==> src/rtl/wb_bypass_pipe_pkg.sv <==
// ---------------------------------------------------------------------------
// wb_bypass_pipe_pkg : shared constants for the writeback bypass pipeline
// Rev 1.0
// ---------------------------------------------------------------------------
`default_nettype none

package wb_bypass_pipe_pkg;

  localparam int WB_DEPTH_MAX = 8;
  localparam int WB_DEPTH_MIN = 2;
  localparam int WB_DATA_W    = 32;
  localparam int WB_ADDR_W    = 5;
  localparam int WB_ZERO_ADDR = 0;

endpackage

`default_nettype wire

==> src/rtl/wb_bypass_stage.sv <==
// ---------------------------------------------------------------------------
// wb_bypass_stage : one registered writeback record with load-enable and bubble
// Rev 1.0  (rdy flop only exists when WB_BYPASS_LOAD_EN is defined)
// ---------------------------------------------------------------------------
`default_nettype none

module wb_bypass_stage
  import wb_bypass_pipe_pkg::*;
#(
  parameter int DATA_W = WB_DATA_W,
  parameter int ADDR_W = WB_ADDR_W
) (
  input  logic              clk,
  input  logic              rst,
  input  logic              load_en,
  input  logic              bubble,
`ifdef WB_BYPASS_LOAD_EN
  input  logic              d_rdy,
  output logic              q_rdy,
`endif
  input  logic              d_valid,
  input  logic              d_we,
  input  logic [ADDR_W-1:0] d_waddr,
  input  logic [DATA_W-1:0] d_wdata,
  output logic              q_valid,
  output logic              q_we,
  output logic [ADDR_W-1:0] q_waddr,
  output logic [DATA_W-1:0] q_wdata
);

  // A bubble only kills valid/we; stale address/data are harmless behind them.
  always_ff @(posedge clk) begin
    if (rst) begin
      q_valid <= 1'b0;
      q_we    <= 1'b0;
      q_waddr <= '0;
      q_wdata <= '0;
`ifdef WB_BYPASS_LOAD_EN
      q_rdy   <= 1'b0;
`endif
    end else if (bubble) begin
      q_valid <= 1'b0;
      q_we    <= 1'b0;
    end else if (load_en) begin
      q_valid <= d_valid;
      q_we    <= d_we;
      q_waddr <= d_waddr;
      q_wdata <= d_wdata;
`ifdef WB_BYPASS_LOAD_EN
      q_rdy   <= d_rdy;
`endif
    end
  end

endmodule

`default_nettype wire

==> src/rtl/wb_bypass_pipe.sv <==
// ---------------------------------------------------------------------------
// wb_bypass_pipe : DEPTH-stage writeback pipe with youngest-first RAW bypass
// Rev 1.0  (optional late load data merge: WB_BYPASS_LOAD_EN)
// ---------------------------------------------------------------------------
`default_nettype none

module wb_bypass_pipe
  import wb_bypass_pipe_pkg::*;
#(
  parameter int DATA_W     = WB_DATA_W,
  parameter int ADDR_W     = WB_ADDR_W,
  parameter int DEPTH      = 3,
  parameter int NRD        = 2,
  parameter int LOAD_STAGE = 1
) (
  input  logic                  clk,
  input  logic                  rst,
  input  logic                  stall_i,
  input  logic                  flush_i,
  input  logic                  in_valid_i,
  input  logic                  in_we_i,
  input  logic [ADDR_W-1:0]     in_waddr_i,
  input  logic [DATA_W-1:0]     in_wdata_i,
  input  logic                  in_ld_i,
  input  logic [DATA_W-1:0]     mem_rdata_i,
  input  logic [NRD*ADDR_W-1:0] rd_addr_i,
  input  logic [NRD*DATA_W-1:0] rf_rdata_i,
  output logic [NRD*DATA_W-1:0] rd_data_o,
  output logic                  stall_req_o,
  output logic                  rf_we_o,
  output logic [ADDR_W-1:0]     rf_waddr_o,
  output logic [DATA_W-1:0]     rf_wdata_o
);

  localparam logic [ADDR_W-1:0] ZERO_ADDR = ADDR_W'(WB_ZERO_ADDR);

  logic [DEPTH-1:0]  s_valid;
  logic [DEPTH-1:0]  s_we;
  logic [ADDR_W-1:0] s_waddr [DEPTH];
  logic [DATA_W-1:0] s_wdata [DEPTH];
`ifdef WB_BYPASS_LOAD_EN
  logic [DEPTH-1:0]  s_rdy;
`else
  logic unused_load_inputs;
  assign unused_load_inputs = ^{in_ld_i, mem_rdata_i, (LOAD_STAGE < DEPTH)};
`endif

  generate
    for (genvar i = 0; i < DEPTH; i++) begin : g_stage
      logic              d_valid;
      logic              d_we;
      logic [ADDR_W-1:0] d_waddr;
      logic [DATA_W-1:0] d_wdata_raw;
      logic [DATA_W-1:0] d_wdata;
      logic              ld_en;
      logic              bub;
`ifdef WB_BYPASS_LOAD_EN
      logic              d_rdy_raw;
      logic              d_rdy;
`endif

      if (i == 0) begin : g_head
        assign d_valid     = in_valid_i;
        assign d_we        = in_we_i & (in_waddr_i != ZERO_ADDR);
        assign d_waddr     = in_waddr_i;
        assign d_wdata_raw = in_wdata_i;
        assign ld_en       = ~stall_i;
        assign bub         = flush_i;
`ifdef WB_BYPASS_LOAD_EN
        assign d_rdy_raw   = ~in_ld_i;
`endif
      end else begin : g_body
        assign d_valid     = s_valid[i-1];
        assign d_we        = s_we[i-1];
        assign d_waddr     = s_waddr[i-1];
        assign d_wdata_raw = s_wdata[i-1];
        assign ld_en       = 1'b1;
        // Stage 0 is either held (stall) or killed (flush): stage 1 sees a bubble.
        assign bub         = (i == 1) ? (stall_i | flush_i) : 1'b0;
`ifdef WB_BYPASS_LOAD_EN
        assign d_rdy_raw   = s_rdy[i-1];
`endif
      end

`ifdef WB_BYPASS_LOAD_EN
      if (i == LOAD_STAGE) begin : g_merge
        assign d_wdata = d_rdy_raw ? d_wdata_raw : mem_rdata_i;
        assign d_rdy   = 1'b1;
      end else begin : g_pass
        assign d_wdata = d_wdata_raw;
        assign d_rdy   = d_rdy_raw;
      end
`else
      assign d_wdata = d_wdata_raw;
`endif

      wb_bypass_stage #(
        .DATA_W (DATA_W),
        .ADDR_W (ADDR_W)
      ) u_stage (
        .clk     (clk),
        .rst     (rst),
        .load_en (ld_en),
        .bubble  (bub),
`ifdef WB_BYPASS_LOAD_EN
        .d_rdy   (d_rdy),
        .q_rdy   (s_rdy[i]),
`endif
        .d_valid (d_valid),
        .d_we    (d_we),
        .d_waddr (d_waddr),
        .d_wdata (d_wdata),
        .q_valid (s_valid[i]),
        .q_we    (s_we[i]),
        .q_waddr (s_waddr[i]),
        .q_wdata (s_wdata[i])
      );
    end
  endgenerate

  assign rf_we_o    = s_valid[DEPTH-1] & s_we[DEPTH-1];
  assign rf_waddr_o = s_waddr[DEPTH-1];
  assign rf_wdata_o = s_wdata[DEPTH-1];

  logic [ADDR_W-1:0] byp_addr;
  logic [DATA_W-1:0] byp_data;
`ifdef WB_BYPASS_LOAD_EN
  logic              byp_pend;
  logic              byp_hazard;
`endif

  // Scan oldest to youngest so the youngest matching producer is the last write.
  always_comb begin
    rd_data_o  = '0;
    byp_addr   = '0;
    byp_data   = '0;
`ifdef WB_BYPASS_LOAD_EN
    byp_pend   = 1'b0;
    byp_hazard = 1'b0;
`endif
    for (int k = 0; k < NRD; k++) begin
      byp_addr = rd_addr_i[k*ADDR_W +: ADDR_W];
      byp_data = rf_rdata_i[k*DATA_W +: DATA_W];
`ifdef WB_BYPASS_LOAD_EN
      byp_pend = 1'b0;
`endif
      if (byp_addr == ZERO_ADDR) begin
        byp_data = '0;
      end else begin
        for (int i = DEPTH - 1; i >= 0; i--) begin
          if (s_valid[i] && s_we[i] && (s_waddr[i] == byp_addr)) begin
            byp_data = s_wdata[i];
`ifdef WB_BYPASS_LOAD_EN
            byp_pend = ~s_rdy[i];
`endif
          end
        end
      end
`ifdef WB_BYPASS_LOAD_EN
      if (byp_pend) byp_data = '0;
      byp_hazard = byp_hazard | byp_pend;
`endif
      rd_data_o[k*DATA_W +: DATA_W] = byp_data;
    end
  end

`ifdef WB_BYPASS_LOAD_EN
  assign stall_req_o = byp_hazard;
`else
  assign stall_req_o = 1'b0;
`endif

endmodule

`default_nettype wire

==> config.mk <==
export PLATFORM = sky130hd
export DESIGN_NAME = wb_bypass_pipe
export DESIGN_NICKNAME = d
export VERILOG_FILES = /design/src/rtl/wb_bypass_pipe_pkg.sv /design/src/rtl/wb_bypass_stage.sv /design/src/rtl/wb_bypass_pipe.sv
export SDC_FILE = /design/constraint.sdc
export NUM_CORES = 1
export LEC_CHECK = 0
export CORE_ASPECT_RATIO = 0.9
export CORE_MARGIN = 5
export CORE_UTILIZATION = 49
export CTS_CLUSTER_SIZE = 24
export DETAILED_ROUTE_END_ITERATION = 10
export GPL_TIMING_DRIVEN = 0
export PLACE_DENSITY_LB_ADDON = 0.05
export SLEW_MARGIN = 40
export SYNTH_ARGS = -nofsm -noshare
export SYNTH_HDL_FRONTEND = slang
export SYNTH_HIERARCHICAL = 1
export SYNTH_SLANG_ARGS = --single-unit
==> constraint.sdc <==
create_clock -name clk -period 3.68 [get_ports clk]
set_input_delay 1.104 -clock clk [delete_from_list [all_inputs] [get_ports clk]]
set_output_delay 1.104 -clock clk [all_outputs]
set_load 0.01 [all_outputs]
# Word-level counts from Yosys, hierarchy flattened

Index checks and enable logic that the tools add are counted.

Bits in registers: 117
Bits of input ports: 150
Output and inout port bits: 103

Equal/unequal tests: 6
Muxes and demuxes: 8
Bitwise gates (word level): 5
Reduce and logical (&&, ||, !) cells: 15

Operators by type and width:

| kind                | number |
|---|---|
| $mux W32            | 8 |
| $eq A5 B5 Y1        | 6 |
| $logic_not A5 Y1    | 2 |
| $logic_and A1 B1 Y1 | 9 |
| $reduce_bool A5 Y1  | 1 |
| $reduce_or A2 Y1    | 2 |
| $and A1 B1 Y1       | 2 |
| $not A1 Y1          | 2 |
| $reduce_and A2 Y1   | 1 |
| $or A1 B1 Y1        | 1 |

# Depth between registers and ports, before layout

Depth in word-level cells: 6
Mapped depth: 7
Mapped depth without buffers: 5

# By module

Netlist, hierarchy kept.

By module, submodules not included:

| module          | times used | cells an instance | area each (um2) |
|---|---|---|---|
| wb_bypass_stage | 3          | 175               | 1901.8 |
| wb_bypass_pipe  | 1          | 392               | 2876.5 |

# Worst setup path before layout

No wires, ideal clock.

Kind: input -> output
Start: in rd_addr_i[4]
End: out rd_data_o[10]
Arrival time: 2.429 ns
Path slack: 0.147 ns
Stages on the path: 7
Buffers on the path: 2
Path through: xor2_1 > nor4_2 > and4_1 > buf_4 > buf_6 > nand2_1 > a311oi_1

Longest elaborated chain between the ends: 6
Elaborated cells between the ends (all ways): 11
Classes of those cells: eq/ne: 3; mux: 4; reduce/logical: 4

Ends and longest elaborated chain:

| what                   | line                  | source |
|---|---|---|
| start, declared        | wb_bypass_pipe.sv:26  | `input logic [NRD*ADDR_W-1:0] rd_addr_i,` |
| $eq A5 B5 Y1           | wb_bypass_pipe.sv:151 | `if (s_valid[i] && s_we[i] && (s_waddr[i] == byp_addr)) begin` |
| $logic_and A1 B1 Y1    | wb_bypass_pipe.sv:151 |  |
| $mux W32 (3 in series) | wb_bypass_pipe.sv:151 |  |
| $mux W32 (*)           | wb_bypass_pipe.sv:147 | `if (byp_addr == ZERO_ADDR) begin` |
| end, declared          | wb_bypass_pipe.sv:28  | `output logic [NRD*DATA_W-1:0] rd_data_o,` |

Every way passes the cells marked *; elsewhere a longest branch is shown, timed or not.

# Worst setup path in the final report

Start: in rd_addr_i[1]
End: out rd_data_o[5]

Same word-level chain as after synthesis.

==> key figures <==
Logic synthesis
  – Main flop type after synthesis: dfxtp_1
  – Main area contributors after synthesis: dfxtp_1 (27%), nand4bb_1 (15%), o21ai_2 (9.2%), nand2b_1 (8.1%), a221oi_2 (5.2%)
  – Synthesis-stage register bit count: 117
  – Post-synthesis sequential area ratio: 0.273
  – Syn avg cell area: 9.36 µm²
  – Yosys top cell area share: 0.273
  – Dominant cell type by area after synthesis: dfxtp_1
  – Yosys cell types: 42
  – Number of synthesized flops with an enable pin: 0
  – Asr flop ratio synth: 0
  – Cells after Synth: 917
  – Yosys warnings: 6
  – Cell area after synthesis: 8580 µm²

STA
  – Final hold vios: 0
  – Final min period: 3970 ps
  – Fin. max-slew vios: 0
  – RSZ-0062 raised after global routing: yes
  – Final setup vio count: 64
  – Setup WS post-layout: -290 ps
  – Least-Margin Pin Slew: 539 ps
  – Worst Skew: 6.30 ps
  – Worst rel slew slack: 0.641
  – Highest clock rate: 252 MHz
  – Fin crit share: 1.08

Placement
  – Final HPWL DP: 22.6 mm
  – I/O Buffers: 217
  – Setup WS pre-CTS: -1580 ps
  – GP Congestion: 0.955
  – Cells after DPL: 1,380

Clock tree
  – Htree depth: 4
  – CTS Hold Buffers Added: 0
  – CTS tree: yes
  – Clock latency at the later pin of the worst-skew pair: 420 ps
  – Root Driver: clkbuf_16
  – Clock sinks: 117
  – Clock slew at reported path FFs: 60 ps
  – Cts bufs inserted: 17
  – Max Root-Sink Buffers: 2

Setup path
  – Crit Path Category: input pin to primary output
  – Crit end category: primary output
  – Startpoint Class: input pin
  – Critical Path AT: 2870 ps
  – Worst-path cell chain: buf_6 > xor2_2 > nor4_2 > and4_1 > buf_6 > buf_8 > nand2_4 > a311oi_4 > buf_2
  – CP delay by family, top: buffers and inverters
  – CP bufs+invs: 4
  – Critical Path Max Stage Delay: 350 ps
  – Critical Path RT: 2580 ps
  – Slowest stage cell, crit path: a311oi_4
  – CP most frequent cell: buf_6
  – Crit-path max FO: 7

Global routing
  – Number of global-route vias before repair: 8,618
  – Gr usage total: 0.318
  – Largest net degree at the start of global routing: 17
  – Initial antenna violation count: 1
  – Total grt overflow: 0
  – First-pass GRT wire length: 50.4 mm

Finish
  – Area of the multi-input gates: 6180 µm²
  – NumNets Final: 1,345
  – Fin cells: 1,441
  – Register area: 2340 µm²
  – Share of layout cells above drive strength 1: 0.364
  – Fillers: 1,202
  – Most common cell after layout, fill and taps aside: clkdlybuf4s50_1
  – Antenna Cells: 0
  – Layout area overhead: 48.2%
  – Most frequent cells in the layout: clkdlybuf4s50_1 (143), dfxtp_1 (117), nand2b_1 (111), nand4bb_1 (111), o21ai_2 (96)
  – Fin util: 0.746

Flow run
  – Max-capacitance violation count: 0

Routing
  – Number of remaining DRC errors: 0
  – Antenna Nets Post-Route: 0
  – Detailed router's first-iteration violation count: 920
  – Final wirelength: 34.0 mm
  – DRT Pass-1 Iters: 5
  – Post-DR wirelength/cell: 23.6 µm
  – Routed vias: 8,901
  – Drt via density: 6.18

Status
  – Failing checks: negative setup slack
  – Status: finished with violations

Power
  – Power Density: 289 nW/µm²
  – Leak: 4.93 nW
  – VDD IR max: 0.335 mV

Floorplanning
  – Initial Util: 0.503
  – Die height: 136 µm
  – Core Region: 17,100 µm²
  – Die width: 150 µm
  – Die Area: 20,300 µm²
  – IO Pins: 253
  – Number of core rows: 45

Min path
  – Type of the most critical hold path: flip-flop to flip-flop
## path summary, 6_finish.rpt
kind	end	slack (ps)	from	depth (start not counted)
worst max-delay path	rd_data_o[5]	-290	rd_addr_i[1]	9
worst min-delay path	g_stage[1].u_stage/q_wdata[31]	510	g_stage[1].u_stage/q_wdata[31]	2
worst max register to register	g_stage[1].u_stage/q_valid	2850	g_stage[0].u_stage/q_valid	2
worst min register to register	g_stage[1].u_stage/q_wdata[31]	510	g_stage[1].u_stage/q_wdata[31]	2
## worst register-to-register path, delay by kind of cell, from the launching register on
kind	cells	cell delay, ps
multiplexers	1	250
AND/OR/NAND/NOR	1	100
flip-flops	1	340
## registers in the layout, summed over array words and instances (netlist names)
signal / flops
g_stage.u_stage/q_wdata: 96
g_stage.u_stage/q_valid: 3
g_stage.u_stage/q_we: 3
g_stage.u_stage/q_waddr: 15
## logic make-up after synthesis
group,count (synthesis),synth area share
simple gates,351,0.304
compound gates,241,0.255
buf+inv,138,0.0932
flops,117,0.273
mux,38,0.0443
xor+xnor,30,0.0306
other cells,2,0.000875
## where the power goes
group,leakage [nW],internal (mW),switching [mW]
Clock,0.284,1.07,0.614
Sequential,0.948,1.29,0.0363
Combinational,3.70,0.356,0.313
Total,4.93,2.72,0.963
## through the flow
step                total power, mW  instance area, µm²  TNS (ps)  hold slack [ps]
floorplan                      1.67                8620         0              465
global placement               1.97               11100    -85590              486
detailed placement             1.97               11100    -83360              495
CTS                            3.62               12300    -10630              501
global route                   3.77               12700    -15500              537
finish                         3.68               12700    -11870              506
## synthesized netlist by cell type (2+ instances only)
master     number
clkbuf_1       47
nand2_1        34
o221ai_1       31
inv_1          33
o21ai_1        21
nor4_2          2
a221oi_1        2
nand2b_1      111
or3_1          31
buf_8           3
or4_1           2
mux2i_1        38
nand4bb_1     111
a311oi_1       18
o21ai_0        32
dfxtp_1       117
xnor2_1        10
xor2_1         20
nand4_1         3
conb_1          2
buf_6          25
o21ai_2        90
nand3_1         2
nor2_1         34
a311oi_2       14
nor4_1          3
a221oi_2       30
buf_4           9
buf_2          21
nor3_1          7
nor2b_2         3
## layout make-up
cell class | count | share of cell area
Sequential cell | 117 | 0.184
Inverter | 33 | 0.00974
Buffer | 102 | 0.0716
Tap cell | 235 | 0.0231
Clock inverter | 11 | 0.0106
Multi-Input combinational cell | 673 | 0.486
Timing Repair Buffer | 251 | 0.180
Clock buffer | 19 | 0.0348
## per-layer routing
layer | share of wire | vias to the layer above | wire [µm] | GRT usage
met3 | 0.11 | 93 | 3590 | 0.0733
met2 | 0.45 | 569 | 15300 | 0.495
li1 | - | 3981 | - | -
met4 | 0.031 | 2 | 1070 | 0.104
met5 | 0.00021 | - | 7 | 0
met1 | 0.41 | 4256 | 14100 | 0.437
## timing repair
action | 4_1_cts | 5_1_grt
gates cloned | 6 | 2
buffers inserted | 21 | 10
pin swaps | 66 | 28
endpoints found under the setup margin | 64 | 64
gates resized for setup | 497 | 72
(Power assumes the default switching activity.)
